<file path="config.mk">
export PLATFORM = sky130hd
export DESIGN_NAME = encoder_bank_ctrl
export DESIGN_NICKNAME = d
export VERILOG_FILES = /design/src/rtl/encoder_pkg.sv /design/src/rtl/enc_debounce.sv /design/src/rtl/encoder_bank_ctrl.sv
export SDC_FILE = /design/constraint.sdc
export NUM_CORES = 1
export LEC_CHECK = 0
export ABC_AREA = 1
export BUFFER_PORTS_ARGS = -buffer_cell sky130_fd_sc_hd__buf_2
export CAP_MARGIN = 20
export CORE_MARGIN = 2
export CORE_UTILIZATION = 29
export DETAILED_ROUTE_END_ITERATION = 10
export PLACE_DENSITY = 0.54
export SETUP_SLACK_MARGIN = 0.05
export SLEW_MARGIN = 20
export SYNTH_ARGS = -nofsm -noshare
export SYNTH_HDL_FRONTEND = slang
export SYNTH_HIERARCHICAL = 1
export SYNTH_SLANG_ARGS = --single-unit
</file>
<file path="constraint.sdc">
create_clock -name clk -period 4 [get_ports clk]
set_clock_uncertainty 0.2 [all_clocks]
set_input_delay 0.8 -clock clk [delete_from_list [all_inputs] [get_ports clk]]
set_output_delay 0.8 -clock clk [all_outputs]
set_load 0.02 [all_outputs]
</file>
<file path="src/rtl/encoder_pkg.sv">
// Shared definitions for the encoder bank: read sequencer states, status address
// and the data widths of the byte-wide host read port.
package encoder_pkg;

  localparam int CNT_W = 16;
  localparam int RD_W  = 8;
  localparam logic [3:0] STATUS_ADDR = 4'hF;

  typedef enum logic [1:0] {
    RD_IDLE  = 2'd0,
    RD_FETCH = 2'd1,
    RD_RESP  = 2'd2
  } rd_state_e;

endpackage

</file>
<file path="src/rtl/enc_debounce.sv">
// One encoder channel front end: two-flop synchroniser, stability counter and
// debounced level, plus a single-cycle pulse on the edge where clean goes 0->1.
module enc_debounce #(
  parameter int DEBOUNCE_CYCLES = 127
) (
  input  logic clk,
  input  logic reset,
  input  logic enc,
  output logic clean,
  output logic rise
);

  localparam logic [7:0] DB_LIMIT = 8'(DEBOUNCE_CYCLES);

  logic       sync1;
  logic       sync2;
  logic       cand;
  logic [7:0] dcnt;

  always_ff @(posedge clk or posedge reset) begin
    if (reset) begin
      sync1 <= 1'b0;
      sync2 <= 1'b0;
      cand  <= 1'b0;
      dcnt  <= '0;
      clean <= 1'b0;
    end else begin
      sync1 <= enc;
      sync2 <= sync1;
      if (sync2 != cand) begin
        cand <= sync2;
        dcnt <= '0;
      end else if (dcnt == DB_LIMIT) begin
        clean <= cand;
      end else begin
        dcnt <= dcnt + 8'd1;
      end
    end
  end

  // Asserted in the cycle before clean rises so the counter steps on the same edge.
  assign rise = (sync2 == cand) && (dcnt == DB_LIMIT) && cand && !clean;

endmodule

</file>
<file path="src/rtl/encoder_bank_ctrl.sv">
// Multi-channel encoder counter bank with group clear, per-channel read snapshots,
// sticky wrap flags and a three-state byte-wide host read sequencer.
module encoder_bank_ctrl
  import encoder_pkg::*;
#(
  parameter int NUM_ENC         = 4,
  parameter int DEBOUNCE_CYCLES = 127,
  parameter int CNT_W           = 16
) (
  input  logic               clk,
  input  logic               reset,
  input  logic [NUM_ENC-1:0] enc,
  input  logic               rd_req,
  input  logic [3:0]         rd_addr,
  output logic               rd_busy,
  output logic               rd_valid,
  output logic [RD_W-1:0]    rd_data,
  input  logic               clr_req,
  input  logic [NUM_ENC-1:0] clr_mask,
  output logic [1:0]         dbg_state,
  output logic [NUM_ENC-1:0] dbg_clean
);

  // Handshake: rd_req is sampled only in IDLE; rd_busy covers FETCH and RESP, and
  // rd_valid is a one-cycle pulse in RESP during which rd_data carries the byte.

  rd_state_e state_q, state_d;
  logic [3:0]         addr_q;
  logic [RD_W-1:0]    rd_data_q;
  logic [RD_W-1:0]    rd_byte;
  logic [NUM_ENC-1:0] snap_sel;
  logic               status_clr;
  logic [NUM_ENC-1:0] rise;
  logic [NUM_ENC-1:0] clean;
  logic [NUM_ENC-1:0] ovf;
  logic [CNT_W-1:0]   count_arr [NUM_ENC];
  logic [CNT_W-1:0]   snap_arr  [NUM_ENC];

  for (genvar i = 0; i < NUM_ENC; i++) begin : g_ch
    logic [CNT_W-1:0] count_q;
    logic [CNT_W-1:0] snap_q;
    logic             ovf_q;
    logic             clr_hit;

    enc_debounce #(
      .DEBOUNCE_CYCLES(DEBOUNCE_CYCLES)
    ) u_db (
      .clk  (clk),
      .reset(reset),
      .enc  (enc[i]),
      .clean(clean[i]),
      .rise (rise[i])
    );

    assign clr_hit = clr_req && clr_mask[i];

    // Snapshot and flag read-clear see pre-edge values; a new wrap beats read-clear.
    always_ff @(posedge clk or posedge reset) begin
      if (reset) begin
        count_q <= '0;
        snap_q  <= '0;
        ovf_q   <= 1'b0;
      end else begin
        if (clr_hit) begin
          count_q <= '0;
        end else if (rise[i]) begin
          count_q <= count_q + 1'b1;
        end
        if (snap_sel[i]) begin
          snap_q <= count_q;
        end
        if (rise[i] && !clr_hit && (count_q == '1)) begin
          ovf_q <= 1'b1;
        end else if (status_clr) begin
          ovf_q <= 1'b0;
        end
      end
    end

    assign count_arr[i] = count_q;
    assign snap_arr[i]  = snap_q;
    assign ovf[i]       = ovf_q;
  end

  always_ff @(posedge clk or posedge reset) begin
    if (reset) begin
      state_q   <= RD_IDLE;
      addr_q    <= '0;
      rd_data_q <= '0;
    end else begin
      state_q <= state_d;
      if (state_q == RD_IDLE && rd_req) begin
        addr_q <= rd_addr;
      end
      if (state_q == RD_FETCH) begin
        rd_data_q <= rd_byte;
      end
    end
  end

  always_comb begin
    state_d = state_q;
    case (state_q)
      RD_IDLE:  if (rd_req) state_d = RD_FETCH;
      RD_FETCH: state_d = RD_RESP;
      RD_RESP:  state_d = RD_IDLE;
      default:  state_d = RD_IDLE;
    endcase
  end

  // Address decode; side effects fire only while FETCH is active.
  always_comb begin
    rd_byte    = '0;
    snap_sel   = '0;
    status_clr = 1'b0;
    if (addr_q == STATUS_ADDR) begin
      rd_byte[NUM_ENC-1:0] = ovf;
      status_clr = (state_q == RD_FETCH);
    end else begin
      for (int i = 0; i < NUM_ENC; i++) begin
        if (addr_q == 4'(2 * i)) begin
          rd_byte     = count_arr[i][RD_W-1:0];
          snap_sel[i] = (state_q == RD_FETCH);
        end else if (addr_q == 4'(2 * i + 1)) begin
          rd_byte = snap_arr[i][CNT_W-1:RD_W];
        end
      end
    end
  end

  assign rd_busy   = (state_q != RD_IDLE);
  assign rd_valid  = (state_q == RD_RESP);
  assign rd_data   = rd_data_q;
  assign dbg_state = state_q;
  assign dbg_clean = clean;

endmodule

</file>
## After elaboration in Yosys (flattened, before gate mapping)

Cells that the tools add are included.

- Bitwise logic cells: 4
- Add/sub/neg operators: 8
- Equal/unequal tests: 31
- Muxes and demuxes: 39
- Reduce and logical (&&, ||, !) cells: 48

Operators with widths:

| operator | number |
|---|---|
| $mux 16 | 8 |
| $mux 8 | 16 |
| $add 16x1->16 const B | 4 |
| $eq 16x16->1 const B | 4 |
| $add 8x1->8 const B | 4 |
| $eq 8x7->1 const B | 4 |
| $logic_and 1x1->1 | 25 |
| $reduce_bool 2->1 | 9 |
| $eq 4x3->1 const B | 4 |
| $mux 4 | 3 |
| $mux 1 | 10 |
| $eq 4x2->1 const B | 2 |
| $logic_not 1->1 | 8 |
| $ne 2x1->1 const B | 4 |
| $reduce_and 2->1 | 4 |
| $eq 1x1->1 | 4 |
| $eq 4x1->1 const B | 1 |
| $eq 4x4->1 const B | 1 |
| $logic_not 4->1 | 1 |
| $ne 1x1->1 | 4 |
| $not 1->1 | 4 |
| $pmux 2 s2 | 1 |
| $eq 2x1->1 const B | 1 |
| $eq 2x2->1 const B | 1 |
| other kinds (3) | 3 |

- Bits in registers: 194
- Bits of input ports: 16

## Depth between registers and ports, before layout

Gate-level depths: netlist (run 1).

- Depth in word-level cells: 10
- Depth in mapped cells: 14

## By module

The synthesis (run 1) kept the hierarchy.

Modules (own cells, without submodules):

| module | times used | area each (µm²) | sequential area each (µm²) | cells each |
|---|---|---|---|---|
| encoder_bank_ctrl | 1 | 6019.5 | 2852.7 | 793 |
| enc_debounce | 4 | 634.4 | 300.3 | 75 |

## Worst setup path before layout (run 1)

No wires, ideal clock.

- Path type: register to register
- Start point: register g_ch[0].u_db.dcnt[0]
- End point: register g_ch[0].count_q[11]
- Stages on the path, launching flop included: 15
- Arrival time: 1.990 ns
- Library setup time: 0.118 ns
- Setup slack: 1.693 ns
- Path through: dfrtp_1 ha_1 nand2_2 inv_1 nand2_1 nor2_2 nand3_1 nor2_1 inv_1 nor2_1 nand4_1 nor2_1 nand2_1 nand2_1 nor2_1

- Cells in the longest elaborated chain, start to end: 5

RTL lines:

| element | line | text |
|---|---|---|
| start, declared | enc_debounce.sv:18 | `logic [7:0] dcnt;` |
| start signal, assigned | enc_debounce.sv:36 | `dcnt <= dcnt + 8'd1;` |
| $eq 8x7->1 | enc_debounce.sv:42 | `assign rise = (sync2 == cand) && (dcnt == DB_LIMIT) && cand && !clean;` |
| $logic_and 1x1->1 (3 in series) | enc_debounce.sv:42 |  |
| named net rise[0] | encoder_bank_ctrl.sv:33 | `logic [NUM_ENC-1:0] rise;` |
| $reduce_bool 2->1 (no line) | n/a |  |
| end signal, assigned | encoder_bank_ctrl.sv:67 | `count_q <= count_q + 1'b1;` |
| end, declared | encoder_bank_ctrl.sv:40 | `logic [CNT_W-1:0] count_q;` |

The timed path passes the listed nets, and every way through them passes these cells.
A chain may end at the register's enable or synchronous reset.

## Worst setup path after layout (run 1)

- Start point: register g_ch[3].u_db.dcnt[0]
- End point: register g_ch[3].count_q[9]

- Cells in the longest elaborated chain, start to end: 5

RTL lines:

| element | line |
|---|---|
| start, declared | enc_debounce.sv:18 |
| start signal, assigned | enc_debounce.sv:36 |
| $eq 8x7->1 | enc_debounce.sv:42 |
| $logic_and 1x1->1 (3 in series) | enc_debounce.sv:42 |
| named net rise[3] | encoder_bank_ctrl.sv:33 |
| $reduce_bool 2->1 (no line) | n/a |
| end signal, assigned | encoder_bank_ctrl.sv:67 |
| end, declared | encoder_bank_ctrl.sv:40 |

The timed path passes the listed nets, and every way through them passes these cells.

==> qor.yml, run 1 <==
status: "complete, no violations"
n_fill_cell: 3064
ys_ff_latch: 162
ir_worst_vdd_uv: 293
avgSynthCellArea_um2: 7.83
wirelength_um: 20800
worstPathCellList: "ha_1, nand2_2, inv_1, nand2_1, nor2_2, nand3_1, nor2_1, inv_1, nor2_1, nand3_1, nor2_1, o21ai_0, a21oi_1"
cts.sink_count: 162
netlist.area_leader.share_pct: 47.4
syn_to_final_growth_pct: 13.7
ys_seq_area_share_pct: 47.4
grt_max_degree: 42
cpMaxStageDelayCell: "dfrtp_1"
drv_cap: 0
p_int_mw: 2.73
num_vias: 7182
mostFrequentLayoutCell: "nand2_1"
drc: 0
start_util_pct: 29.7
comb_power_share_pct: 11.5
die_y_um: 176
fin_ws_ps: 1290
worst_pin_slew_ps: 1020
timing.fmax_mhz: 369
endpoint_kind: "register"
min_period_over_period_pct: 67.7
clk_pin_slew_worst_paths_ps: 70
worstSkewPairLatency_ps: 420
p_clk_share_pct: 42.0
synth_top_area_cell: "dfrtp_1"
setup_viol: 0
final_max_slew_viol_count: 0
synth_edf_count: 0
wl_per_cell_um: 13.7
io_buffers: 31
powerDensity_nw_per_um2: 394
placed_area_um2: 9150
cts-resized-gates: 0
worstPathRequired_ps: 4150
p_total_mw: 3.83
synth_nets: 1117
drt-initial-drc-count: 523
drtPass1Iterations: 4
yosys-top-cells-area: "dfrtp_1 47%, nand2_1 11%, nand3_1 5.8%"
syn_inst: 1093
num-nets-final: 1152
synth_ff_type: "dfrtp_1"
worstPathArrival_ps: 2860
final_area_um2: 9730
pre_cts_slack_ps: 1320
grt_pass1_wl_um: 35500
r2r_cells: 13
cpPeakStageDelay_ps: 400
grt_pass1_vias: 7011
cts-root-buf: "clkbuf_16"
die_area_um2: 30900
async_flop_share_pct: 100
start_kind: "register"
power_frac_seq_pct: 46.5
antenna_found_initial: 0
p_sw_mw: 1.10
hold_depth: 0
relSlewSlack_pct: 31.9
detailedPlacementHpwl_um: 15700
p_leak_nw: 4.59
cts_buffers: 17
netSwitchingFraction_pct: 28.7
tns_ps: 0
pin_count: 32
cp_max_fo: 6
hp-class: "reg -> reg"
n_antenna_cell: 0
clk_path_buf_depth: 2
netlist_area_um2: 8560
final_layout_size_suffix_gt1_share_pct: 12.5
yosys_warnings: 6
gp_congestion: 0.885
post-cts-setup-buffer-count: 0
final_cell_mix: "249 x nand2_1, 162 x dfrtp_1, 124 x inv_1, 124 x nor2_1, 99 x nand3_1"
grt_overflow: 0
ant_nets: 0
htreeDepth: 4
die_w_um: 176
period_minus_slack_ps: 2710
via_per_inst: 4.71
grt_usage_pct: 14.3
ctsHoldBuffers: 0
rsz0062_at_grt: "false"
cp_common_cell: "nor2_1"
row_count: 62
cts_tree: "yes"
crit_type: "reg -> reg"
synthDistinctLibCells: 39
finalHoldViolCount: 0
core_area_um2: 28900
==> registers in the layout, indices dropped and copies added, names as in the netlist <==
name / flops
dbg_state: 2
g_ch.u_db/dcnt: 32
g_ch.u_db/sync1: 4
rd_data: 8
g_ch.count_q: 64
g_ch.u_db/clean: 4
addr_q: 4
g_ch.snap_q: 32
g_ch.u_db/sync2: 4
g_ch.u_db/cand: 4
g_ch.ovf_q: 4
==> cells by family after synthesis <==
family | Yosys count | synth area share [%]
AO/OA/AOI/OAI | 166 | 10.8
XOR/XNOR | 8 | 1.17
adder cells (fa/ha/maj) | 8 | 1.17
buffers and inverters | 160 | 7.31
flip-flops | 162 | 47.4
multiplexers | 2 | 0.263
AND/OR/NAND/NOR | 587 | 31.9
==> power by group through the flow <==
| stage | clock network (mW) | registers [mW] | logic [mW] |
|---|---|---|---|
| floorplan | 0 | 1.83 | 0.286 |
| global placement | 0 | 1.81 | 0.446 |
| detailed placement | 0 | 1.81 | 0.447 |
| CTS | 1.67 | 1.78 | 0.448 |
| global route | 1.73 | 1.79 | 0.499 |
| finish | 1.61 | 1.78 | 0.441 |
==> final timing paths <==
check | start | to | slack, ps
max in group asynchronous | reset | g_ch[3].snap_q[10]$_DFFE_PP0P_ | 2460
min reg2reg | g_ch[0].u_db/sync1$_DFF_PP0_ | g_ch[0].u_db/sync2$_DFF_PP0_ | 140
max | g_ch[3].u_db/dcnt[0]$_DFFE_PP0P_ | g_ch[3].count_q[9]$_DFFE_PP0P_ | 1290
min | g_ch[0].u_db/sync1$_DFF_PP0_ | g_ch[0].u_db/sync2$_DFF_PP0_ | 140
max reg2reg | g_ch[3].u_db/dcnt[0]$_DFFE_PP0P_ | g_ch[3].count_q[9]$_DFFE_PP0P_ | 1290
min in group asynchronous | reset | g_ch[2].u_db/sync1$_DFF_PP0_ | 310
==> per-layer routing <==
metal	up-vias	GRT usage, %	wire length (um)	part of all wire, %
met5	-	0	0	0
met1	3374	20.1	10400	50
met4	0	4.51	342	1.6
met2	130	22.3	9370	45
li1	3655	-	-	-
met3	23	2.34	693	3.3
==> per-stage QoR <==
step	utilization, %	std cells	hold WS, ps
3_5_place_dp	31.7	1493	135
6_report	33.7	1525	141
2_1_floorplan	-	1093	131
3_3_place_gp	31.7	1493	135
5_1_grt	33.7	1525	152
4_1_cts	33.7	1525	141
==> critical path, delay by kind of cell (launching register included) <==
kind / cells / cell delay [ps]
DFF: 1 / 400
and+or+nand+nor: 8 / 1360
buffers and inverters: 2 / 240
adders and majority gates: 1 / 200
AOI/OAI and AO/OA: 2 / 220
==> area by class of cell <==
type                    instances  area (um2)  area share [%]
flip-flops and latches        162        4050            41.7
well taps                     384         480            4.94
clock buffers                  18         439            4.51
multi-input cells             771        3880            39.8
repair buffers                 33         195            2.01
clock inverters                14         144            1.48
inverters                     143         541            5.55
==> Yosys cell counts (all sizes together), types with 6 or more instances <==
master,instances
a21oi,44
buf,7
clkbuf,10
dfrtp,162
ha,8
inv,138
nand2,262
nand3,103
nand4,36
nor2,151
nor3,31
o21a,6
o21ai,95
o21bai,8
Note: power is estimated with default switching activity, not from simulation.
==> inputs of run 2 (changes only) <==
--- a/config.mk
+++ b/config.mk
@@ -11,7 +11,7 @@
 export CORE_MARGIN = 2
 export CORE_UTILIZATION = 29
 export DETAILED_ROUTE_END_ITERATION = 10
-export PLACE_DENSITY = 0.54
+export PLACE_DENSITY = 0.52
 export SETUP_SLACK_MARGIN = 0.05
 export SLEW_MARGIN = 20
 export SYNTH_ARGS = -nofsm -noshare
==> constraint.sdc (replaced) <==
create_clock -name clk -period 2.6 [get_ports clk]
set_clock_uncertainty 0.2 [all_clocks]
set_input_delay 0.52 -clock clk [delete_from_list [all_inputs] [get_ports clk]]
set_output_delay 0.52 -clock clk [all_outputs]
set_load 0.02 [all_outputs]
==> qor.yml, run 2 (synthesis results as in run 1) <==
status: "complete, no violations"  # unchanged
wl_per_cell_um: 13.6  # was 13.7 um
cp_max_fo: 5  # was 6
cpPeakStageDelay_ps: 400  # about the same
num-nets-final: 1171  # was 1152
setup_viol: 0  # unchanged
timing.fmax_mhz: 432  # was 369 MHz
gp_congestion: 0.844  # was 0.885
rsz0062_at_grt: "true"  # was false
worst_pin_slew_ps: 615  # was 1020 ps
cts-root-buf: "clkbuf_16"  # unchanged
clk_pin_slew_worst_paths_ps: 70  # about the same
rrSetupSlack_ps: 280  # was 1290 ps
cts_buffers: 17  # unchanged
io_buffers: 31  # unchanged
worstPathCellList: "ha_1, nand2_2, inv_1, nand2_1, nor2_2, nand3_1, nor2_1, inv_1, nor2_1, nand2_1, inv_1, nand3_1, a21oi_1, o21a_1"  # was ha_1, nand2_2, inv_1, nand2_1, nor2_2, nand3_1, nor2_1, inv_1, nor2_1, nand3_1, nor2_1, o21ai_0, a21oi_1
rr_startpoint: "g_ch[2].u_db/dcnt[0]$_DFFE_PP0P_"  # was g_ch[3].u_db/dcnt[0]$_DFFE_PP0P_
cp_common_cell: "inv_1"  # was nor2_1
min_period_over_period_pct: 89.1  # was 67.7%
antenna_found_initial: 0  # unchanged
final_cell_mix: "249 x nand2_1, 162 x dfrtp_1, 123 x inv_1"  # was 249 x nand2_1, 162 x dfrtp_1, 124 x inv_1, 124 x nor2_1, 99 x nand3_1
reg_top3: "g_ch.count_q (64), g_ch.snap_q (32), g_ch.u_db/dcnt (32)"  # unchanged
mostFrequentLayoutCell: "nand2_1"  # unchanged
drv_cap: 0  # unchanged
drtPass1Iterations: 5  # was 4
p_leak_nw: 4.70  # was 4.59 nW
tns_ps: 0  # unchanged
crit_type: "reg -> reg"  # unchanged
drt-initial-drc-count: 576  # was 523
r2r_cells: 14  # was 13
grt_usage_pct: 14.5  # was 14.3%
ant_nets: 0  # unchanged
row_count: 62  # unchanged
final_area_um2: 9960  # was 9730 um2
powerDensity_nw_per_um2: 623  # was 394 nW/um2
n_antenna_cell: 0  # unchanged
core_area_um2: 28900  # unchanged
cpMaxStageDelayCell: "dfrtp_1"  # unchanged
final_max_slew_viol_count: 0  # unchanged
die_area_um2: 30900  # unchanged
period_minus_slack_ps: 2320  # was 2710 ps
endpoint_kind: "register"  # unchanged
worstSkewPairLatency_ps: 430  # was 420 ps
grt_overflow: 0  # unchanged
placed_area_um2: 9260  # was 9150 um2
worstPathRequired_ps: 2770  # was 4150 ps
final_layout_size_suffix_gt1_share_pct: 14.1  # was 12.5%
grt_pass1_vias: 6883  # was 7011
grt_max_degree: 45  # was 42
start_kind: "register"  # unchanged
start_util_pct: 29.7  # unchanged
hp-class: "in -> async"  # was reg -> reg
worst-path-buf-inv: 3  # was 2
post-cts-setup-buffer-count: 0  # unchanged
num_vias: 7127  # was 7182
largest-register: "g_ch.count_q"  # unchanged
ir_worst_vdd_uv: 460  # was 293 uV
detailedPlacementHpwl_um: 15800  # was 15700 um
cts.sink_count: 162  # unchanged
wirelength_um: 21100  # was 20800 um
relSlewSlack_pct: 58.9  # was 31.9%
drc: 0  # unchanged
pin_count: 32  # unchanged
largest_reg_flops: 64  # unchanged
htreeDepth: 4  # unchanged
die_y_um: 176  # unchanged
die_w_um: 176  # unchanged
clk_path_buf_depth: 2  # unchanged
grt_pass1_wl_um: 35700  # was 35500 um
worstPathArrival_ps: 2490  # was 2860 ps
via_per_inst: 4.62  # was 4.71
reg2reg_to: "g_ch[2].count_q[9]$_DFFE_PP0P_"  # was g_ch[3].count_q[9]$_DFFE_PP0P_
finalHoldViolCount: 0  # unchanged
cts_tree: "yes"  # unchanged
syn_to_final_growth_pct: 16.4  # was 13.7%
critPathTopFamily: "simple AND/OR/NAND/NOR gates"  # unchanged
## run 2: changes by cell type in the layout (fill, tap and decap cells not counted), sizes merged
cell,previous run,this run
buf,33,48
bufinv,1,4
clkbuf,18,19
clkinv,12,8
clkinvlp,1,3
dlygate4sd3,0,4
inv,143,141
## run 2: per-stage QoR
step	hold slack [ps]	instances	util (%)	setup WS [ps]	power, mW
3_3_place_gp	134	1508	32.1	394	3.49
6_report	29.1	1544	34.5	283	6.20
4_1_cts	48.3	1544	34.5	254	6.30
5_1_grt	56.0	1544	34.5	48.7	6.51
2_1_floorplan	131	1093	-	293	3.25
3_5_place_dp	135	1508	32.1	263	3.50
## run 2: power by group
| group | internal [mW] | total, mW | switching, mW |
|---|---|---|---|
| Combinational | 0.208 | 0.701 | 0.493 |
| Clock | 1.65 | 2.76 | 1.10 |
| Sequential | 2.64 | 2.74 | 0.102 |
## run 2: worst reg2reg max path, stage by stage, from the launching register on
cell,delay [ps]
dfrtp_1,400
ha_1,200
nand2_2,70
inv_1,70
nand2_1,60
nor2_2,120
nand3_1,110
nor2_1,180
inv_1,130
nor2_1,150
nand2_1,60
inv_1,130
nand3_1,110
a21oi_1,140
o21a_1,130
## run 2: final cells by class
cell class / instances / area (um2)
clock buffers: 19 / 443
clock inverters: 13 / 199
well taps: 384 / 480
repair buffers: 52 / 348
inverters: 143 / 541
flip-flops and latches: 162 / 4050
fillers: 3074 / 18900
multi-input cells: 771 / 3900
## run 2: per-layer routing
metal / GRT usage [%] / vias up / wire length, um
li1: - / 3691 / -
met5: 0 / - / 0
met2: 22.0 / 115 / 9460
met3: 2.99 / 9 / 646
met4: 3.27 / 0 / 148
met1: 21.1 / 3312 / 10800
## run 2: how the worst max path moves through the flow
stage / endpoint / startpoint / cells after the start
5_1_grt: g_ch[2].count_q[9]$_DFFE_PP0P_ / g_ch[2].u_db/dcnt[0]$_DFFE_PP0P_ / 14
6_report: g_ch[2].count_q[9]$_DFFE_PP0P_ / g_ch[2].u_db/dcnt[0]$_DFFE_PP0P_ / 14
2_1_floorplan: g_ch[0].count_q[11]$_DFFE_PP0P_ / g_ch[0].u_db/dcnt[0]$_DFFE_PP0P_ / 14
3_5_place_dp: g_ch[3].count_q[14]$_DFFE_PP0P_ / g_ch[3].u_db/dcnt[0]$_DFFE_PP0P_ / 13
4_1_cts: g_ch[3].count_q[14]$_DFFE_PP0P_ / g_ch[3].u_db/dcnt[0]$_DFFE_PP0P_ / 13
3_3_place_gp: g_ch[0].count_q[11]$_DFFE_PP0P_ / g_ch[0].u_db/dcnt[0]$_DFFE_PP0P_ / 14
## run 2: what timing repair did
| item | CTS | global route |
|---|---|---|
| hold buffers | 4 | 0 |
| endpoints found under the setup margin | 0 | 9 |
| endpoints found under the hold margin | 4 | 0 |
| gates resized for setup | 0 | 6 |
==> inputs of run 3 (changes only) <==
==> constraint.sdc (replaced) <==
create_clock -name clk -period 2.6 [get_ports clk]
set_clock_uncertainty 0.2 [all_clocks]
set_input_delay 0.39 -clock clk [delete_from_list [all_inputs] [get_ports clk]]
set_output_delay 0.39 -clock clk [all_outputs]
set_load 0.02 [all_outputs]
==> qor.yml, run 3 (synthesis results as in run 1) <==
largest-register: "g_ch.count_q"  # unchanged
status: "complete, no violations"  # unchanged
die_w_um: 176  # unchanged
hp-class: "in -> reg"  # was in -> async
clk_path_buf_depth: 2  # unchanged
min_period_over_period_pct: 88.8  # was 89.1%
worstPathArrival_ps: 2470  # was 2490 ps
worstPathCellList: "ha_1, nand2_2, inv_1, nand2_1, nor2_2, nand3_1, nor2_2, inv_1, nor3_1, nand2_1, o21ai_0, nand2_1, nor2_1"  # was ha_1, nand2_2, inv_1, nand2_1, nor2_2, nand3_1, nor2_1, inv_1, nor2_1, nand2_1, inv_1, nand3_1, a21oi_1, o21a_1
final_layout_size_suffix_gt1_share_pct: 13.8  # was 14.1%
antenna_found_initial: 0  # unchanged
htreeDepth: 4  # unchanged
cp_common_cell: "nand2_1"  # was inv_1
syn_to_final_growth_pct: 15.7  # was 16.4%
routed.top_layer: "met4"  # unchanged
powerDensity_nw_per_um2: 593  # was 623 nW/um2
final_cell_mix: "249 x nand2_1, 162 x dfrtp_1, 123 x inv_1"  # unchanged
worst_pin_slew_ps: 602  # was 615 ps
drc: 0  # unchanged
die_y_um: 176  # unchanged
rr_startpoint: "g_ch[2].u_db/dcnt[0]$_DFFE_PP0P_"  # unchanged
finalHoldViolCount: 0  # unchanged
whs_endpoint: "dbg_state[0]$_DFFE_PP0P_"
grt_pass1_wl_um: 35600  # was 35700 um
num_vias: 7242  # was 7127
finalHoldWorstSlack_ps: 62.5  # was 29.1 ps
io_buffers: 31  # unchanged
num-nets-final: 1174  # was 1171
post-cts-setup-buffer-count: 0  # unchanged
rrSetupSlack_ps: 290  # was 280 ps
rsz0062_at_grt: "true"  # unchanged
drt-initial-drc-count: 502  # was 576
r2r_cells: 13  # was 14
core_area_um2: 28900  # unchanged
drtPass1Iterations: 5  # unchanged
gp_congestion: 0.845  # was 0.844
row_count: 62  # unchanged
wirelength_um: 21000  # was 21100 um
largest_reg_flops: 64  # unchanged
clk_pin_slew_worst_paths_ps: 60  # was 70 ps
cts_tree: "yes"  # unchanged
worstSkewPairLatency_ps: 430  # about the same
endpoint_kind: "register"  # unchanged
timing.fmax_mhz: 433  # was 432 MHz
cp_max_fo: 5  # unchanged
wl_met1_um: 10700  # was 10800 um
reg2reg_to: "g_ch[2].count_q[14]$_DFFE_PP0P_"  # was g_ch[2].count_q[9]$_DFFE_PP0P_
cpPeakStageDelay_ps: 410  # was 400 ps
ir_worst_vdd_uv: 464  # was 460 uV
start_kind: "register"  # unchanged
grt_max_degree: 45  # unchanged
crit_type: "reg -> reg"  # unchanged
wl_per_cell_um: 13.6  # about the same
via_per_inst: 4.68  # was 4.62
p_int_mw: 4.18  # was 4.50 mW
grt_overflow: 0  # unchanged
start_util_pct: 29.7  # unchanged
cts_buffers: 17  # unchanged
mostFrequentLayoutCell: "nand2_1"  # unchanged
cts-root-buf: "clkbuf_16"  # unchanged
period_minus_slack_ps: 2310  # was 2320 ps
comb_power_share_pct: 11.9  # was 11.3%
grt_usage_pct: 14.4  # was 14.5%
worstPathRequired_ps: 2760  # was 2770 ps
ant_nets: 0  # unchanged
relSlewSlack_pct: 59.8  # was 58.9%
p_clk_share_pct: 41.3  # was 44.5%
reg_top3: "g_ch.count_q (64), g_ch.snap_q (32), g_ch.u_db/dcnt (32)"  # unchanged
die_area_um2: 30900  # unchanged
hold_depth: 3
netSwitchingFraction_pct: 28.8  # was 27.4%
final_max_slew_viol_count: 0  # unchanged
cts.sink_count: 162  # unchanged
grt_pass1_vias: 6967  # was 6883
setup_viol: 0  # unchanged
pin_count: 32  # unchanged
hp-start: "rd_req"
detailedPlacementHpwl_um: 15800  # about the same
cpMaxStageDelayCell: "dfrtp_1"  # unchanged
tns_ps: 0  # unchanged
n_antenna_cell: 0  # unchanged
drv_cap: 0  # unchanged
critPathLaunch: "g_ch[2].u_db/dcnt[0]$_DFFE_PP0P_"  # unchanged
power_frac_seq_pct: 46.8  # was 44.3%
p_leak_nw: 4.67  # was 4.70 nW
wl_met2_um: 9270  # was 9460 um
p_sw_mw: 1.69  # was 1.70 mW
wl_met3_um: 722  # was 646 um
run 3: changes by cell type in the layout (fill, tap and decap cells not counted):
| cell | delta |
|---|---|
| inv_6 | +2 |
| nor2_1 | -2 |
| bufinv_16 | -3 |
| clkinv_2 | +3 |
| nor2_2 | +2 |
| buf_4 | -2 |
| dlygate4sd3_1 | +5 |
| nor3_1 | +3 |
| nor3_2 | -3 |
| clkbuf_8 | -1 |
| inv_8 | -1 |
run 3: how the worst max path moves through the flow:
stage	to
floorplan	g_ch[0].count_q[11]$_DFFE_PP0P_
global route	g_ch[0].count_q[12]$_DFFE_PP0P_
detailed placement	g_ch[3].count_q[14]$_DFFE_PP0P_
global placement	g_ch[0].count_q[11]$_DFFE_PP0P_
finish	g_ch[2].count_q[14]$_DFFE_PP0P_
CTS	g_ch[3].count_q[14]$_DFFE_PP0P_
run 3: final cells by class:
type / instances / area, um2
timing repair buffer: 55 / 383
fill: 3072 / 19000
sequential: 162 / 4050
multi-input combinational: 771 / 3890
clock inverter: 14 / 130
clock buffer: 18 / 429
tap: 384 / 480
inverter: 143 / 541
run 3: repair_timing:
action,in CTS,in global routing
hold buffers,9,0
resized for setup,0,5
setup endpoints to repair,0,9
hold endpoints to repair,77,0
run 3: critical path, delay by kind of cell, from the launching register on:
family	cells	cell delay [ps]
flip-flops	1	410
AO/OA/AOI/OAI	1	170
adder cells (fa/ha/maj)	1	200
buffers and inverters	2	170
AND/OR/NAND/NOR	9	1080
run 3: metrics by stage:
stage | setup WS (ps) | power, mW | instance area [um2] | utilization [%] | instances
floorplan | 293 | 3.25 | 8560 | - | 1093
global placement | 396 | 3.49 | 9250 | 32.0 | 1506
detailed placement | 266 | 3.49 | 9250 | 32.0 | 1506
CTS | 262 | 5.96 | 9890 | 34.3 | 1547
global route | 48.2 | 6.18 | 9900 | 34.3 | 1547
finish | 290 | 5.87 | 9900 | 34.3 | 1547
run 3: metal layers:
layer	vias to the layer above	track usage (%)
li1	3709	-
met1	3382	20.8
met2	127	22.1
met3	24	2.45
met4	0	4.30
met5	-	0
run 3: power groups by stage:
stage / combinational, mW / sequential (mW) / clock, mW
after floorplan: 0.439 / 2.82 / 0
final: 0.700 / 2.75 / 2.43
after global placement: 0.700 / 2.79 / 0
after detailed placement: 0.700 / 2.79 / 0
after global routing: 0.799 / 2.76 / 2.62
after CTS: 0.714 / 2.75 / 2.50
